### src/rtl/spi_flash_target_pkg.sv
// Shared opcode constants and FSM state encoding for the SPI flash responder.
package spi_flash_target_pkg;

    localparam logic [7:0] CMD_READ = 8'h03;
    localparam logic [7:0] CMD_PP   = 8'h02;
    localparam logic [7:0] CMD_RDSR = 8'h05;
    localparam logic [7:0] CMD_RDID = 8'h9F;

    typedef enum logic [2:0] {
        StIdle,
        StCmd,
        StAddr,
        StRdData,
        StWrData,
        StStat,
        StId,
        StIgnore
    } state_e;

    // States in which the target drives MISO.
    function automatic logic is_dout(state_e s);
        return (s == StRdData) || (s == StStat) || (s == StId);
    endfunction

endpackage

### src/rtl/spi_flash_target_sync.sv
// Synchronises SCK/CS/MOSI into the system clock domain and detects SCK and CS edges.
module spi_flash_target_sync #(
    parameter int unsigned SYNC_LEN = 2
) (
    input  logic clk,
    input  logic rst_n,
    input  logic spi_clk_i,
    input  logic spi_cs_n_i,
    input  logic spi_di_i,
    output logic sck_rise_o,
    output logic sck_fall_o,
    output logic cs_act_o,
    output logic cs_start_o,
    output logic cs_end_o,
    output logic di_s_o
);

    logic [SYNC_LEN-1:0] sck_q, cs_n_q, di_q;
    logic                sck_prev_q, cs_n_prev_q;

    // CS chain resets to "asserted" so a CS held low across reset creates no start edge.
    always_ff @(posedge clk or negedge rst_n) begin
        if (!rst_n) begin
            sck_q       <= '0;
            cs_n_q      <= '0;
            di_q        <= '0;
            sck_prev_q  <= 1'b0;
            cs_n_prev_q <= 1'b0;
        end else begin
            sck_q       <= {sck_q[SYNC_LEN-2:0], spi_clk_i};
            cs_n_q      <= {cs_n_q[SYNC_LEN-2:0], spi_cs_n_i};
            di_q        <= {di_q[SYNC_LEN-2:0], spi_di_i};
            sck_prev_q  <= sck_q[SYNC_LEN-1];
            cs_n_prev_q <= cs_n_q[SYNC_LEN-1];
        end
    end

    assign sck_rise_o = sck_q[SYNC_LEN-1] & ~sck_prev_q;
    assign sck_fall_o = ~sck_q[SYNC_LEN-1] & sck_prev_q;
    assign cs_act_o   = ~cs_n_q[SYNC_LEN-1];
    assign cs_start_o = ~cs_n_q[SYNC_LEN-1] & cs_n_prev_q;
    assign cs_end_o   = cs_n_q[SYNC_LEN-1] & ~cs_n_prev_q;
    assign di_s_o     = di_q[SYNC_LEN-1];

endmodule

### src/rtl/spi_flash_target.sv
// SPI mode-0 flash responder (READ/RDSR/RDID) serving a byte-wide memory port.
// Define SPI_TGT_WRITE_EN to also accept PAGE PROGRAM (0x02).
module spi_flash_target
    import spi_flash_target_pkg::*;
#(
    parameter int unsigned MEM_AW   = 16,
    parameter logic [23:0] JEDEC_ID = 24'h1C3114,
    parameter int unsigned SYNC_LEN = 2
) (
    input  logic              clk,
    input  logic              rst_n,
    input  logic              spi_clk_i,
    input  logic              spi_cs_n_i,
    input  logic              spi_di_i,
    output logic              spi_do_o,
    output logic              spi_do_oe_o,
    output logic [MEM_AW-1:0] mem_addr_o,
    output logic              mem_rd_o,
    input  logic [7:0]        mem_rdata_i,
    output logic              mem_wr_o,
    output logic [7:0]        mem_wdata_o,
    output logic              busy_o
);

    localparam logic [MEM_AW-1:0] AddrOne = MEM_AW'(1);

    logic sck_rise, sck_fall, cs_act, cs_start, cs_end, di_s;

    spi_flash_target_sync #(.SYNC_LEN(SYNC_LEN)) u_sync (
        .clk        (clk),
        .rst_n      (rst_n),
        .spi_clk_i  (spi_clk_i),
        .spi_cs_n_i (spi_cs_n_i),
        .spi_di_i   (spi_di_i),
        .sck_rise_o (sck_rise),
        .sck_fall_o (sck_fall),
        .cs_act_o   (cs_act),
        .cs_start_o (cs_start),
        .cs_end_o   (cs_end),
        .di_s_o     (di_s)
    );

    state_e            state_q, state_d;
    logic [4:0]        bit_cnt_q, bit_cnt_d;
    logic [7:0]        shift_q, shift_d;
    logic [7:0]        out_q, out_d;
    logic [MEM_AW-1:0] addr_q, addr_d;
    logic [1:0]        id_idx_q, id_idx_d;
    logic              do_q, do_d;
    logic              rd_q, rd_d;
    logic              load_q;
    logic [7:0]        rx_byte;
    logic              wr_mode;

    assign rx_byte = {shift_q[6:0], di_s};

`ifdef SPI_TGT_WRITE_EN
    logic       wr_mode_q, wr_mode_d;
    logic       wr_q, wr_d;
    logic [7:0] wdata_q, wdata_d;

    assign wr_mode     = wr_mode_q;
    assign mem_wr_o    = wr_q;
    assign mem_wdata_o = wdata_q;

    always_ff @(posedge clk or negedge rst_n) begin
        if (!rst_n) begin
            wr_mode_q <= 1'b0;
            wr_q      <= 1'b0;
            wdata_q   <= 8'h00;
        end else begin
            wr_mode_q <= wr_mode_d;
            wr_q      <= wr_d;
            wdata_q   <= wdata_d;
        end
    end
`else
    assign wr_mode     = 1'b0;
    assign mem_wr_o    = 1'b0;
    assign mem_wdata_o = 8'h00;
`endif

    always_ff @(posedge clk or negedge rst_n) begin
        if (!rst_n) begin
            state_q   <= StIdle;
            bit_cnt_q <= '0;
            shift_q   <= '0;
            out_q     <= '0;
            addr_q    <= '0;
            id_idx_q  <= '0;
            do_q      <= 1'b0;
            rd_q      <= 1'b0;
            load_q    <= 1'b0;
        end else begin
            state_q   <= state_d;
            bit_cnt_q <= bit_cnt_d;
            shift_q   <= shift_d;
            out_q     <= out_d;
            addr_q    <= addr_d;
            id_idx_q  <= id_idx_d;
            do_q      <= do_d;
            rd_q      <= rd_d;
            load_q    <= rd_q;
        end
    end

    always_comb begin
        state_d   = state_q;
        bit_cnt_d = bit_cnt_q;
        shift_d   = shift_q;
        out_d     = out_q;
        addr_d    = addr_q;
        id_idx_d  = id_idx_q;
        do_d      = do_q;
        rd_d      = 1'b0;
`ifdef SPI_TGT_WRITE_EN
        wr_mode_d = wr_mode_q;
        wr_d      = 1'b0;
        wdata_d   = wdata_q;
        // Address advances once the write strobe has presented the current address.
        if (wr_q) addr_d = addr_q + AddrOne;
`endif
        if (cs_end || !cs_act) begin
            state_d   = StIdle;
            bit_cnt_d = '0;
            do_d      = 1'b0;
        end else begin
            unique case (state_q)
                StIdle: begin
                    if (cs_start) begin
                        state_d   = StCmd;
                        bit_cnt_d = '0;
                    end
                end
                StCmd: begin
                    if (sck_rise) begin
                        shift_d   = rx_byte;
                        bit_cnt_d = bit_cnt_q + 5'd1;
                        if (bit_cnt_q == 5'd7) begin
                            bit_cnt_d = '0;
                            state_d   = StIgnore;
                            if (rx_byte == CMD_READ) begin
                                state_d = StAddr;
`ifdef SPI_TGT_WRITE_EN
                                wr_mode_d = 1'b0;
                            end else if (rx_byte == CMD_PP) begin
                                state_d   = StAddr;
                                wr_mode_d = 1'b1;
`endif
                            end else if (rx_byte == CMD_RDSR) begin
                                state_d = StStat;
                                out_d   = 8'h00;
                            end else if (rx_byte == CMD_RDID) begin
                                state_d  = StId;
                                out_d    = JEDEC_ID[23:16];
                                id_idx_d = 2'd1;
                            end
                        end
                    end
                end
                StAddr: begin
                    if (sck_rise) begin
                        // Upper address bits fall off the top of the shift.
                        addr_d    = {addr_q[MEM_AW-2:0], di_s};
                        bit_cnt_d = bit_cnt_q + 5'd1;
                        if (bit_cnt_q == 5'd23) begin
                            bit_cnt_d = '0;
                            if (wr_mode) begin
                                state_d = StWrData;
                            end else begin
                                state_d = StRdData;
                                rd_d    = 1'b1;
                            end
                        end
                    end
                end
                StRdData, StStat, StId: begin
                    if (sck_fall) begin
                        do_d  = out_q[7];
                        out_d = {out_q[6:0], 1'b0};
                    end else if (sck_rise) begin
                        bit_cnt_d = bit_cnt_q + 5'd1;
                        if (bit_cnt_q[2:0] == 3'd7) begin
                            bit_cnt_d = '0;
                            if (state_q == StRdData) begin
                                addr_d = addr_q + AddrOne;
                                rd_d   = 1'b1;
                            end else if (state_q == StStat) begin
                                out_d = 8'h00;
                            end else begin
                                case (id_idx_q)
                                    2'd1:    out_d = JEDEC_ID[15:8];
                                    2'd2:    out_d = JEDEC_ID[7:0];
                                    default: out_d = 8'h00;
                                endcase
                                id_idx_d = (id_idx_q == 2'd3) ? 2'd3 : id_idx_q + 2'd1;
                            end
                        end
                    end
                end
                StWrData: begin
`ifdef SPI_TGT_WRITE_EN
                    if (sck_rise) begin
                        shift_d   = rx_byte;
                        bit_cnt_d = bit_cnt_q + 5'd1;
                        if (bit_cnt_q == 5'd7) begin
                            bit_cnt_d = '0;
                            wr_d      = 1'b1;
                            wdata_d   = rx_byte;
                        end
                    end
`endif
                end
                StIgnore: ;
                default:  state_d = StIdle;
            endcase
        end
        // Memory read data lands one clock after the strobe, well before the next SCK fall.
        if (load_q) out_d = mem_rdata_i;
    end

    assign spi_do_o    = do_q;
    assign spi_do_oe_o = is_dout(state_q);
    assign mem_addr_o  = addr_q;
    assign mem_rd_o    = rd_q;
    assign busy_o      = (state_q != StIdle);

endmodule

### config.mk
export PLATFORM = sky130hd
export DESIGN_NAME = spi_flash_target
export DESIGN_NICKNAME = d
export VERILOG_FILES = /design/src/rtl/spi_flash_target_pkg.sv /design/src/rtl/spi_flash_target_sync.sv /design/src/rtl/spi_flash_target.sv
export SDC_FILE = /design/constraint.sdc
export NUM_CORES = 1
export LEC_CHECK = 0
export ABC_AREA = 1
export CAP_MARGIN = 20
export CORE_AREA = 4 4 98 100
export CTS_CLUSTER_SIZE = 12
export DETAILED_ROUTE_END_ITERATION = 10
export DIE_AREA = 0 0 102 104
export GPL_ROUTABILITY_DRIVEN = 1
export PLACE_DENSITY = 0.67
export SYNTH_ARGS = -nofsm -noshare
export SYNTH_HDL_FRONTEND = slang
export SYNTH_HIERARCHICAL = 1
export SYNTH_SLANG_ARGS = --single-unit
### constraint.sdc
create_clock -name clk -period 4.1 [get_ports clk]
set_input_delay 1.23 -clock clk [delete_from_list [all_inputs] [get_ports clk]]
set_output_delay 1.23 -clock clk [all_outputs]
set_load 0.02 [all_outputs]
==> out/results.tsv, run 1 <==
stage	metric	value	unit
sta	period utilisation layout	73.7	%
logic_synthesis	Seq cells post-synth	52	
worst_setup_path	largest fanout on the critical path	9	
logic_synthesis	number of synthesized flops with an enable pin	0	
clocking	postcts setup bufs	0	
die	Die ar.	10600	sq um
sta	Final Max Slew Viols	0	
routing	drt first pass iters	4	
clocking	CTS Sinks	52	
place	hpwl dp	5710	microns
worst_setup_path	CP max stage delay	0.60	ns
sta	Final min period	3.02	ns
finish	Antenna diodes	0	
die	Die Width	102	microns
run_status	status	complete, no violations	
worst_setup_path	buffers plus inverters on the worst setup path	2	
clocking	Clock Tree Buf Depth	2	
sta	RSZ-0062 raised after global routing	no	
power_and_ir_drop	Leakage	1.82	nW
place	# port buffers	32	
finish	most frequent cells in the layout	149 x nand2_1, 58 x nand3_1, 52 x dfrtp_1	
die	core box area	8680	sq um
clocking	H-tree depth	2	
clocking	post_cts resized	0	
logic_synthesis	Most used DFF post-synth	dfrtp_1	
logic_synthesis	cell taking the most area after synthesis	dfrtp_1	
finish	leading cell type in the layout, fill and taps excluded	nand2_1	
die	io pins	42	
logic_synthesis	synthesized cell area	3430	sq um
power_and_ir_drop	P per Cell Area	468	nW/um^2
routing	initial DRC count	180	
worst_setup_path	CP max stage cell	clkdlybuf4s50_1	
finish	area growth from synthesis to layout	12.7	%
clocking	CTS tree	done	
finish	NumNets Final	532	
finish	final non-filler cell total	621	
sta	TNS Setup	0	ns
logic_synthesis	syn avg cell area	7.08	sq um
sta	Worst slew margin	41.6	%
worst_setup_path	Crit Path Class	reg -> out	
global_route	vias in the first global route	2919	
die	Die Ht	104	microns
sta	endpoints failing hold	0	
sta	max frequency	331	MHz
sta	worst-margin pin slew	0.876	ns
flow_run	max cap viols	0	
logic_synthesis	Synth top area share	37.9	%
global_route	GRT overflow	0	
routing	Antenna Nets Post-Route	0	
worst_setup_path	WP data required	2.87	ns
power_and_ir_drop	worst vdd ir	0.000206	V
global_route	gr usage total	15.3	%
clocking	clock root cell	clkbuf_8	
routing	Residual DRC	0	
logic_synthesis	Unique masters post-synth	38	
worst_setup_path	cell family with most CP delay	buffers and inverters	
global_route	first-pass GRT wire length	13500	microns
sta	Clock Skews	0.00862	ns
logic_synthesis	Synth area leaders	dfrtp_1 38%, nand2_1 16%, nand3_1 8.5%, inv_1 4.8%, nor2_1 4.6%	
worst_setup_path	CP Capture Type	primary output	
logic_synthesis	Post-Syn Instances	485	
hold_path	worst hold-check path type	reg -> reg	
global_route	initial antenna violation count	0	
sta	Final setup viols	0	
routing	Vias/cell	5.07	
worst_setup_path	crit start category	flop	
worst_setup_path	CP arrival	1.79	ns
routing	vias post-DR	3150	
place	gp weighted congestion	0.910	
die	Initial Util	39.6	%
finish	layout cells sized above 1	7.99	%
clocking	CTS Hold Bufs	0	
clocking	clock slew at reported path FFs	0.09	ns
clocking	CTS buffer count	5	
global_route	largest net degree at the start of global routing	39	
place	Cells after DPL	613	
routing	drt total wl	7860	microns
logic_synthesis	synth warn	6	
die	Rows	34	
logic_synthesis	ys async rst share	100	%
logic_synthesis	sequential area share after synthesis	37.9	%
worst_setup_path	CP Cell Sequence	inv_1, nand2_1, nand2_2, nand2_4, clkdlybuf4s50_1	
clocking	clk_lat worst skew	0.31	ns
routing	WL per Instance	12.7	microns
==> routing by layer <==
layer  GRT usage, %  share of wire [%]
met5              0                  0
met3           2.68                4.8
met1           21.7                 48
met2           24.0                 46
met4           3.94                1.2
==> worst reg2reg max path: stages, from the launching register on <==
cell and delay, ns:
dfrtp_1 0.41, inv_2 0.07, nor2_2 0.04, nor2_2 0.42
inv_1 0.29, nor2_1 0.34, nand3_4 0.13, nor2_8 0.30
o21ai_0 0.15, o21ai_1 0.13
==> logic make-up after synthesis <==
logic type | synth area share (%)
xor gates and xnor gates | 1.28
and+or+nand+nor | 39.3
buffers and inverters | 9.80
other | 0.109
AOI/OAI and AO/OA | 9.07
DFF | 37.9
adders and majority gates | 2.55
==> power by group <==
group / switching, W / internal, W / total [W]
clock network: 0.000168 / 0.000138 / 0.000306
registers: 0.0000994 / 0.000617 / 0.000716
logic: 0.000510 / 0.000277 / 0.000787
total: 0.000778 / 0.00103 / 0.00181
==> cells in the mapped netlist, types with 5 or more instances <==
master / number
nand2_1: 149
nand3_1: 58
dfrtp_1: 52
inv_1: 44
nor2_1: 42
o21ai_0: 26
nand4_1: 16
buf_4: 12
a21oi_1: 11
ha_1: 7
nor3_1: 7
inv_2: 6
nor2_2: 6
buf_2: 5
==> area by class of cell <==
class / count / area [sq um]
fillers: 900 / 4810
multi-input cells: 369 / 1830
flip-flops and latches: 52 / 1300
repair buffers: 34 / 330
inverters: 50 / 188
well taps: 108 / 135
clock buffers: 8 / 90.1
==> flip-flops by register name (all words and copies together) (netlist names) <==
signal,count
mem_addr_o,16
out_q,8
shift_q,7
bit_cnt_q,5
state_q,3
id_idx_q,2
u_sync/cs_n_q,2
u_sync/di_q,2
u_sync/sck_q,2
load_q,1
mem_rd_o,1
spi_do_o,1
u_sync/cs_n_prev_q,1
u_sync/sck_prev_q,1
==> through the flow <==
| stage | cell area (sq um) | hold WS, ns | worst slack, ns | util [%] | power (W) |
|---|---|---|---|---|---|
| after detailed placement | 3780 | 0.337 | 1.43 | 43.6 | 0.00150 |
| after floorplan | 3460 | 0.331 | 1.77 | - | 0.00129 |
| final | 3870 | 0.356 | 1.08 | 44.6 | 0.00181 |
| after CTS | 3870 | 0.359 | 1.08 | 44.6 | 0.00182 |
| after global placement | 3780 | 0.333 | 1.45 | 43.6 | 0.00149 |
| after global routing | 3870 | 0.368 | 0.964 | 44.6 | 0.00197 |
==> worst paths after layout <==
check                      cells after the start             start          endpoint  slack, ns
hold / removal                                 0    u_sync/di_q[0]    u_sync/di_q[1]       0.36
setup reg to reg                               9  u_sync/cs_n_q[1]    mem_addr_o[10]       1.76
hold reg to reg                                0    u_sync/di_q[0]    u_sync/di_q[1]       0.36
setup / recovery                               5        state_q[2]       spi_do_oe_o       1.08
min in group asynchronous                      1             rst_n     mem_addr_o[6]       1.03
max in group asynchronous                      2             rst_n  u_sync/cs_n_q[1]       2.32
No activity file was read; power rests on OpenSTA's default activity.
==> run 2: changes to the inputs <==
==> constraint.sdc (replaced) <==
create_clock -name clk -period 2.9 [get_ports clk]
set_input_delay 0.87 -clock clk [delete_from_list [all_inputs] [get_ports clk]]
set_output_delay 0.87 -clock clk [all_outputs]
set_load 0.02 [all_outputs]
==> out/results.tsv, run 2 (synthesized netlist as in run 1, its figures left out) <==
stage	metric	value	unit
die	Die Width	102	microns
sta	period utilisation layout	93.8	%
clocking	clock root cell	clkbuf_8	
routing	drt first pass iters	4	
global_route	GRT overflow	0	
power_and_ir_drop	Int Pwr	0.00146	W
place	gp weighted congestion	0.900	
finish	NumNets Final	536	
place	hpwl dp	5740	microns
power_and_ir_drop	clock power share	16.7	%
power_and_ir_drop	combinational group share of total power	44.0	%
finish	Antenna diodes	0	
routing	Vias/cell	5.03	
finish	Final Cell Area	3900	sq um
clocking	CTS buffer count	5	
worst_setup_path	crit start category	flop	
routing	drt total wl	7890	microns
sta	endpoints failing hold	0	
sta	TNS Setup	0	ns
die	Die Ht	104	microns
power_and_ir_drop	P per Cell Area	661	nW/um^2
sta	Worst slew margin	45.7	%
clocking	CTS Sinks	52	
worst_setup_path	CP Capture Type	primary output	
finish	area growth from synthesis to layout	13.6	%
worst_setup_path	WP data required	2.03	ns
sta	max frequency	367	MHz
flow_run	max cap viols	0	
power_and_ir_drop	worst vdd ir	0.000320	V
sta	worst-margin pin slew	0.815	ns
finish	leading cell type in the layout, fill and taps excluded	nand2_1	
sta	Final Max Slew Viols	0	
global_route	vias in the first global route	2965	
finish	Largest register FFs	16	
die	core box area	8680	sq um
routing	vias post-DR	3144	
routing	WL per Instance	12.6	microns
hold_path	worst hold-check path type	reg -> reg	
worst_setup_path	CP max stage cell	clkdlybuf4s50_1	
place	pre-CTS setup slack	0.567	ns
finish	most frequent cells in the layout	149 x nand2_1, 58 x nand3_1, 52 x dfrtp_1	
sta	Clock Skews	0.00665	ns
die	Rows	34	
power_and_ir_drop	switching pwr	0.00112	W
run_status	status	complete, no violations	
finish	layout cells sized above 1	8.70	%
worst_setup_path	CP Cell Sequence	inv_1, nand2_1, nand2_2, nand2_4, clkdlybuf4s50_1	
clocking	clock slew at reported path FFs	0.09	ns
sta	Setup WS post-layout	0.179	ns
die	Initial Util	39.6	%
worst_setup_path	Crit Path Class	reg -> out	
global_route	first-pass GRT wire length	13600	microns
routing	initial DRC count	210	
clocking	postcts setup bufs	0	
routing	Residual DRC	0	
finish	# fillers	901	
worst_setup_path	largest fanout on the critical path	9	
sta	Final min period	2.72	ns
global_route	largest net degree at the start of global routing	37	
sta	Final setup viols	0	
worst_setup_path	CP arrival	1.85	ns
clocking	post_cts resized	0	
clocking	Clock Tree Buf Depth	2	
die	Die ar.	10600	sq um
sta	RSZ-0062 raised after global routing	no	
power_and_ir_drop	Leakage	1.84	nW
sta	Fin Hold WS	0.354	ns
place	# port buffers	32	
clocking	CTS tree	done	
power_and_ir_drop	part of the power in registers	39.3	%
clocking	clk_lat worst skew	0.31	ns
routing	Antenna Nets Post-Route	0	
global_route	gr usage total	15.4	%
power_and_ir_drop	Sw Share	43.3	%
power_and_ir_drop	Tot Pwr	0.00258	W
clocking	CTS Hold Bufs	0	
global_route	initial antenna violation count	0	
die	io pins	42	
worst_setup_path	CP max stage delay	0.61	ns
clocking	H-tree depth	2	
place	placed cell area	3810	sq um
-- run 2: metrics by stage --
stage | util [%] | instances
after floorplan | - | 493
after global placement | 43.9 | 617
after detailed placement | 43.9 | 617
after CTS | 44.9 | 625
after global routing | 44.9 | 625
final | 44.9 | 625
-- run 2: critical path, delay by kind of cell (launching register included) --
family                 cells  cell delay, ns
buffers and inverters      2            0.74
DFF                        1            0.50
and+or+nand+nor            3            0.31
-- run 2: final timing paths --
path,from,endpoint,slack (ns),cells past startpoint
min in group asynchronous,rst_n,mem_addr_o[6],0.65,1
max reg2reg,state_q[2],out_q[2],0.58,12
max in group asynchronous,rst_n,shift_q[5],1.58,2
max,state_q[2],spi_do_oe_o,0.18,5
min,u_sync/sck_q[0],u_sync/sck_q[1],0.35,0
min reg2reg,u_sync/sck_q[0],u_sync/sck_q[1],0.35,0
-- run 2: power groups by stage --
stage / clock [W] / combinational (W) / sequential, W
final: 0.000431 / 0.00113 / 0.00101
after global routing: 0.000480 / 0.00129 / 0.00104
after CTS: 0.000455 / 0.00113 / 0.00101
after detailed placement: 0 / 0.00112 / 0.00102
after global placement: 0 / 0.00110 / 0.00102
after floorplan: 0 / 0.000791 / 0.00104
-- run 2: cell type report --
class	count	area [sq um]	share of cell area, %
Inverter	50	188	4.81
Sequential cell	52	1300	33.4
Clock buffer	8	90.1	2.31
Timing Repair Buffer	38	360	9.24
Tap cell	108	135	3.46
Multi-Input combinational cell	369	1830	46.8
-- run 2: metal layers --
metal | wire length (microns) | global-route usage (%) | share of wire, %
met5 | 0 | 0 | 0
met4 | 166 | 4.59 | 2.1
met3 | 396 | 2.68 | 5.0
met2 | 3710 | 24.3 | 47
met1 | 3610 | 21.4 | 46
==> run 3: changes to the inputs <==
==> constraint.sdc (replaced) <==
create_clock -name clk -period 2.6 [get_ports clk]
set_input_delay 0.78 -clock clk [delete_from_list [all_inputs] [get_ports clk]]
set_output_delay 0.78 -clock clk [all_outputs]
set_load 0.02 [all_outputs]
==> out/results.tsv, run 3 (synthesized netlist as in run 1, its figures left out) <==
stage	metric	value	unit
worst_setup_path	Crit Path Class	reg -> out	
sta	TNS Setup	0	ns
place	hpwl dp	5850	microns
finish	Final Cell Area	3890	sq um
die	core box area	8680	sq um
global_route	initial antenna violation count	0	
finish	Largest register FFs	16	
finish	# fillers	900	
die	io pins	42	
clocking	clk_lat worst skew	0.31	ns
sta	worst-margin pin slew	0.653	ns
power_and_ir_drop	worst vdd ir	0.000363	V
finish	Antenna diodes	0	
clocking	CTS tree	done	
clocking	CTS Hold Bufs	0	
worst_setup_path	largest fanout on the critical path	9	
place	# port buffers	32	
worst_setup_path	crit start category	flop	
clocking	clock root cell	clkbuf_8	
worst_setup_path	worst reg2reg startpoint	state_q[1]	
clocking	CTS Sinks	52	
clocking	clock slew at reported path FFs	0.09	ns
finish	area growth from synthesis to layout	13.3	%
sta	endpoints failing hold	0	
place	Cells after DPL	615	
die	Die Width	102	microns
die	Initial Util	39.6	%
place	gp weighted congestion	0.910	
finish	Multi-input gate area	1830	sq um
sta	period utilisation layout	92.7	%
sta	Final setup viols	0	
clocking	Clock Tree Buf Depth	2	
global_route	GRT overflow	0	
sta	RSZ-0062 raised after global routing	no	
routing	WL per Instance	12.4	microns
finish	NumNets Final	534	
sta	Clock Skews	0.00976	ns
worst_setup_path	reg-to-reg slack, setup	0.36	ns
global_route	first-pass GRT wire length	13700	microns
hold_path	worst hold-check path type	reg -> reg	
hold_path	worst hold path depth	0	
routing	drt total wl	7720	microns
power_and_ir_drop	Tot Pwr	0.00282	W
hold_path	Worst Hold Path EP	u_sync/di_q[1]	
worst_setup_path	R2R Path End	out_q[3]	
sta	Worst slew margin	56.4	%
sta	max frequency	415	MHz
clocking	H-tree depth	2	
routing	Antenna Nets Post-Route	0	
die	Die Ht	104	microns
sta	Final Max Slew Viols	0	
finish	register cell area after layout	1300	sq um
power_and_ir_drop	Leakage	1.85	nW
routing	Vias/cell	5.01	
hold_path	hold_sp	u_sync/di_q[0]	
finish	leading cell type in the layout, fill and taps excluded	nand2_1	
routing	drt first pass iters	4	
power_and_ir_drop	P per Cell Area	726	nW/um^2
global_route	gr usage total	15.5	%
run_status	status	complete, no violations	
finish	final non-filler cell total	622	
die	Rows	34	
flow_run	max cap viols	0	
sta	Final min period	2.41	ns
routing	initial DRC count	192	
clocking	CTS buffer count	5	
finish	layout cells sized above 1	8.75	%
routing	Residual DRC	0	
worst_setup_path	WP data required	1.82	ns
routing	vias post-DR	3116	
worst_setup_path	CP arrival	1.63	ns
global_route	vias in the first global route	2934	
worst_setup_path	R2R depth	13	
global_route	largest net degree at the start of global routing	37	
die	Die ar.	10600	sq um
place	placed cell area	3810	sq um
finish	most frequent cells in the layout	149 x nand2_1, 58 x nand3_1, 50 x dfrtp_1	
worst_setup_path	CP Capture Type	primary output	
-- run 3: worst max path at each step --
| stage | start | to | slack, ns | cells after the start |
|---|---|---|---|---|
| 2_1_floorplan | state_q[0] | spi_do_oe_o | 0.72 | 4 |
| 3_3_place_gp | state_q[2] | spi_do_oe_o | 0.41 | 5 |
| 3_5_place_dp | state_q[0] | out_q[3] | 0.35 | 11 |
| 4_1_cts | state_q[2] | spi_do_oe_o | 0.01 | 5 |
| 5_1_grt | state_q[2] | busy_o | 0.07 | 3 |
| 6_report | state_q[2] | busy_o | 0.19 | 3 |
-- run 3: worst max-delay path, stage by stage (launching register included) --
cell and delay, ns:
dfrtp_2 0.47, nor2_1 0.18, nand2_1 0.12, clkdlybuf4s50_1 0.56
-- run 3: timing repair --
action / in CTS / in global routing
setup endpoints to repair: 0 / 1
resized for setup: 0 / 3
endpoints found under the hold margin: 0 / 0
buffers inserted: 0 / 0
-- run 3: layout make-up --
type | count | area share (%)
Clock buffer | 6 | 1.87
Sequential cell | 52 | 33.5
Inverter | 50 | 4.82
Timing Repair Buffer | 36 | 9.26
Clock inverter | 1 | 0.129
Tap cell | 108 | 3.47
Multi-Input combinational cell | 369 | 46.9
-- run 3: report_power, final --
group          total [W]  internal, W  switching, W
Clock           0.000443     0.000184      0.000259
Combinational    0.00125     0.000440      0.000808
Sequential       0.00113     0.000974      0.000157
Total            0.00282      0.00160       0.00122
-- run 3: metrics by stage --
| step | setup WS, ns | hold slack (ns) | utilization, % |
|---|---|---|---|
| after floorplan | 0.717 | 0.331 | - |
| after global placement | 0.414 | 0.333 | 43.9 |
| after detailed placement | 0.348 | 0.335 | 43.9 |
| after CTS | 0.0124 | 0.356 | 44.8 |
| after global routing | 0.0729 | 0.371 | 44.8 |
| final | 0.190 | 0.353 | 44.8 |
-- run 3: per-layer routing --
metal | wire length [microns] | track usage [%] | vias up
met1 | 3490 | 20.8 | 1419
li1 | - | - | 1609
met4 | 100 | 4.12 | 0
met5 | 0 | 0 | -
met2 | 3750 | 25.5 | 76
met3 | 377 | 2.62 | 12
==> variant, RTL diff (config.mk and constraints of run 2) <==
Register the outputs `spi_do_oe_o` and `busy_o`; this adds one clock of latency there. The other outputs are not delayed to match.
--- a/src/rtl/spi_flash_target.sv
+++ b/src/rtl/spi_flash_target.sv
@@ -220,10 +220,12 @@
     end
 
     assign spi_do_o    = do_q;
-    assign spi_do_oe_o = is_dout(state_q);
     assign mem_addr_o  = addr_q;
     assign mem_rd_o    = rd_q;
-    assign busy_o      = (state_q != StIdle);
+    always_ff @(posedge clk) begin
+        spi_do_oe_o <= is_dout(state_q);
+        busy_o      <= (state_q != StIdle);
+    end
 
 endmodule
 
Formal check against the unedited RTL: not equivalent (a bounded check fails within 10 cycles, from zero or initial values and one cycle with rst_n low).
==> variant against run 2 <==
  * Worst hold slack barely moved
  * Sequential cell count increased by 2
  * Setup slack improved by 0.37 ns
  * Synthesized area grew 0.11%
  * Routed wire length decreased by 4.1%
  * Cell area fell by 0.35%
  * Highest routed layer unchanged
  * Critical endpoint is now mem_addr_o[9]
  * Cell count unchanged
  * Power up 17%
  * First-iteration DRC count is 15% lower
==> variant: results (changes against run 2) <==
| Metric | Value |
|---|---|
| Outcome | `finished, final reports clean` |
| Post-synth ARST share | `96.3% (-3.7 points)` |
| Clock skew | `0.0154 ns (+0.00875 ns)` |
| Starting density of the core | `39.6% (+0.043 points)` |
| Post-synth top cells | `168 x nand2_1, 54 x nand3_1, 52 x dfrtp_1` |
| Met3 wire len | `364 um (-8.1%)` |
| DP HPWL | `5610 um (-2.3%)` |
| Critical Path Max Stage Delay | `0.66 ns (+0.05 ns)` |
| Critical path peak fanout | `7 (-2)` |
| Starting DRT DRC Count | `179 (-15%)` |
| M1 wire length | `3570 um (-1.2%)` |
| Max_slew headroom | `57.8% (+12 points)` |
| Final wirelength | `7570 um (-4.1%)` |
| Sequential share of the synthesized area | `39.0% (+1.1 points)` |
| Area fraction in compound gates after synthesis | `10.2% (+1.2 points)` |
| Vias in the first global route | `2963 (-0.067%)` |
| Post-Synth Adder-Cell Area | `2.55% (-0.0028 points)` |
| Post-Synth XOR/XNOR Area | `1.53% (+0.25 points)` |
| Syn_area_per_cell | `7.04 sq um (-0.51%)` |
| Reg clk slew, reported paths | `0.11 ns (+0.02 ns)` |
| First-pass GRT wire length | `13300 um (-2.4%)` |
| Peak VDD IR | `0.000335 V (+4.7%)` |
| GPL Wtd Cong | `0.892 (-0.82%)` |
| Pre-CTS setup slack | `0.908 ns (+0.341 ns)` |
| Synth area leaders | `dfrtp_1 38%, nand2_1 18%, nand3_1 7.9%` |
## variant: changes by cell type in the layout (fill, tap and decap cells not counted), moves of 4 or more
cell and change:
nor2_1 -10, nand3_1 -4, o21ai_0 +15, nand2_1 +19
nand4_1 -5, a21oi_1 -4, nor2_2 -5
## variant: final cells by class
class / count / area share [%]
sequential: 54 / 34.5
multi-input combinational: 368 / 45.7
tap: 108 / 3.48
clock inverter: 2 / 0.451
clock buffer: 6 / 2.12
inverter: 52 / 5.02
timing repair buffer: 35 / 8.69
## variant: metrics by stage
stage	util (%)	cell area, sq um	hold slack (ns)
2_1_floorplan	-	3470	0.331
6_report	44.8	3890	0.353
3_3_place_gp	43.6	3790	0.332
3_5_place_dp	43.6	3790	0.336
4_1_cts	44.8	3890	0.357
5_1_grt	44.8	3890	0.373
## variant: final timing paths
kind	end	slack, ns	cells after the start
setup / recovery	mem_addr_o[9]	0.55	1
hold / removal	u_sync/sck_q[1]$_DFF_PN0_	0.35	0
setup reg to reg	out_q[0]$_DFFE_PN0P_	0.88	8
hold reg to reg	u_sync/sck_q[1]$_DFF_PN0_	0.35	0
max in group asynchronous	u_sync/sck_prev_q$_DFF_PN0_	1.71	2
min in group asynchronous	mem_addr_o[4]$_DFFE_PN0P_	0.57	1
## variant: logic make-up (layout without fill, tap and decap cells)
group,Yosys count,in the layout
buffers and inverters,74,95
flip-flops,54,54
other,1,9
AND/OR/NAND/NOR,285,285
adder cells (fa/ha/maj),7,7
AO/OA/AOI/OAI,61,61
XOR/XNOR,6,6
## variant: where the power goes
group          leakage [uW]  internal [uW]  switching (uW)
logic               0.00109            487             968
clock network     0.0000514            197             253
registers          0.000706            926             184
total               0.00184           1610            1400
## variant: routing by layer
metal | GRT usage [%] | up-vias
li1 | - | 1603
met1 | 20.0 | 1455
met2 | 24.4 | 66
met3 | 3.09 | 10
met4 | 3.75 | 0
met5 | 0 | -
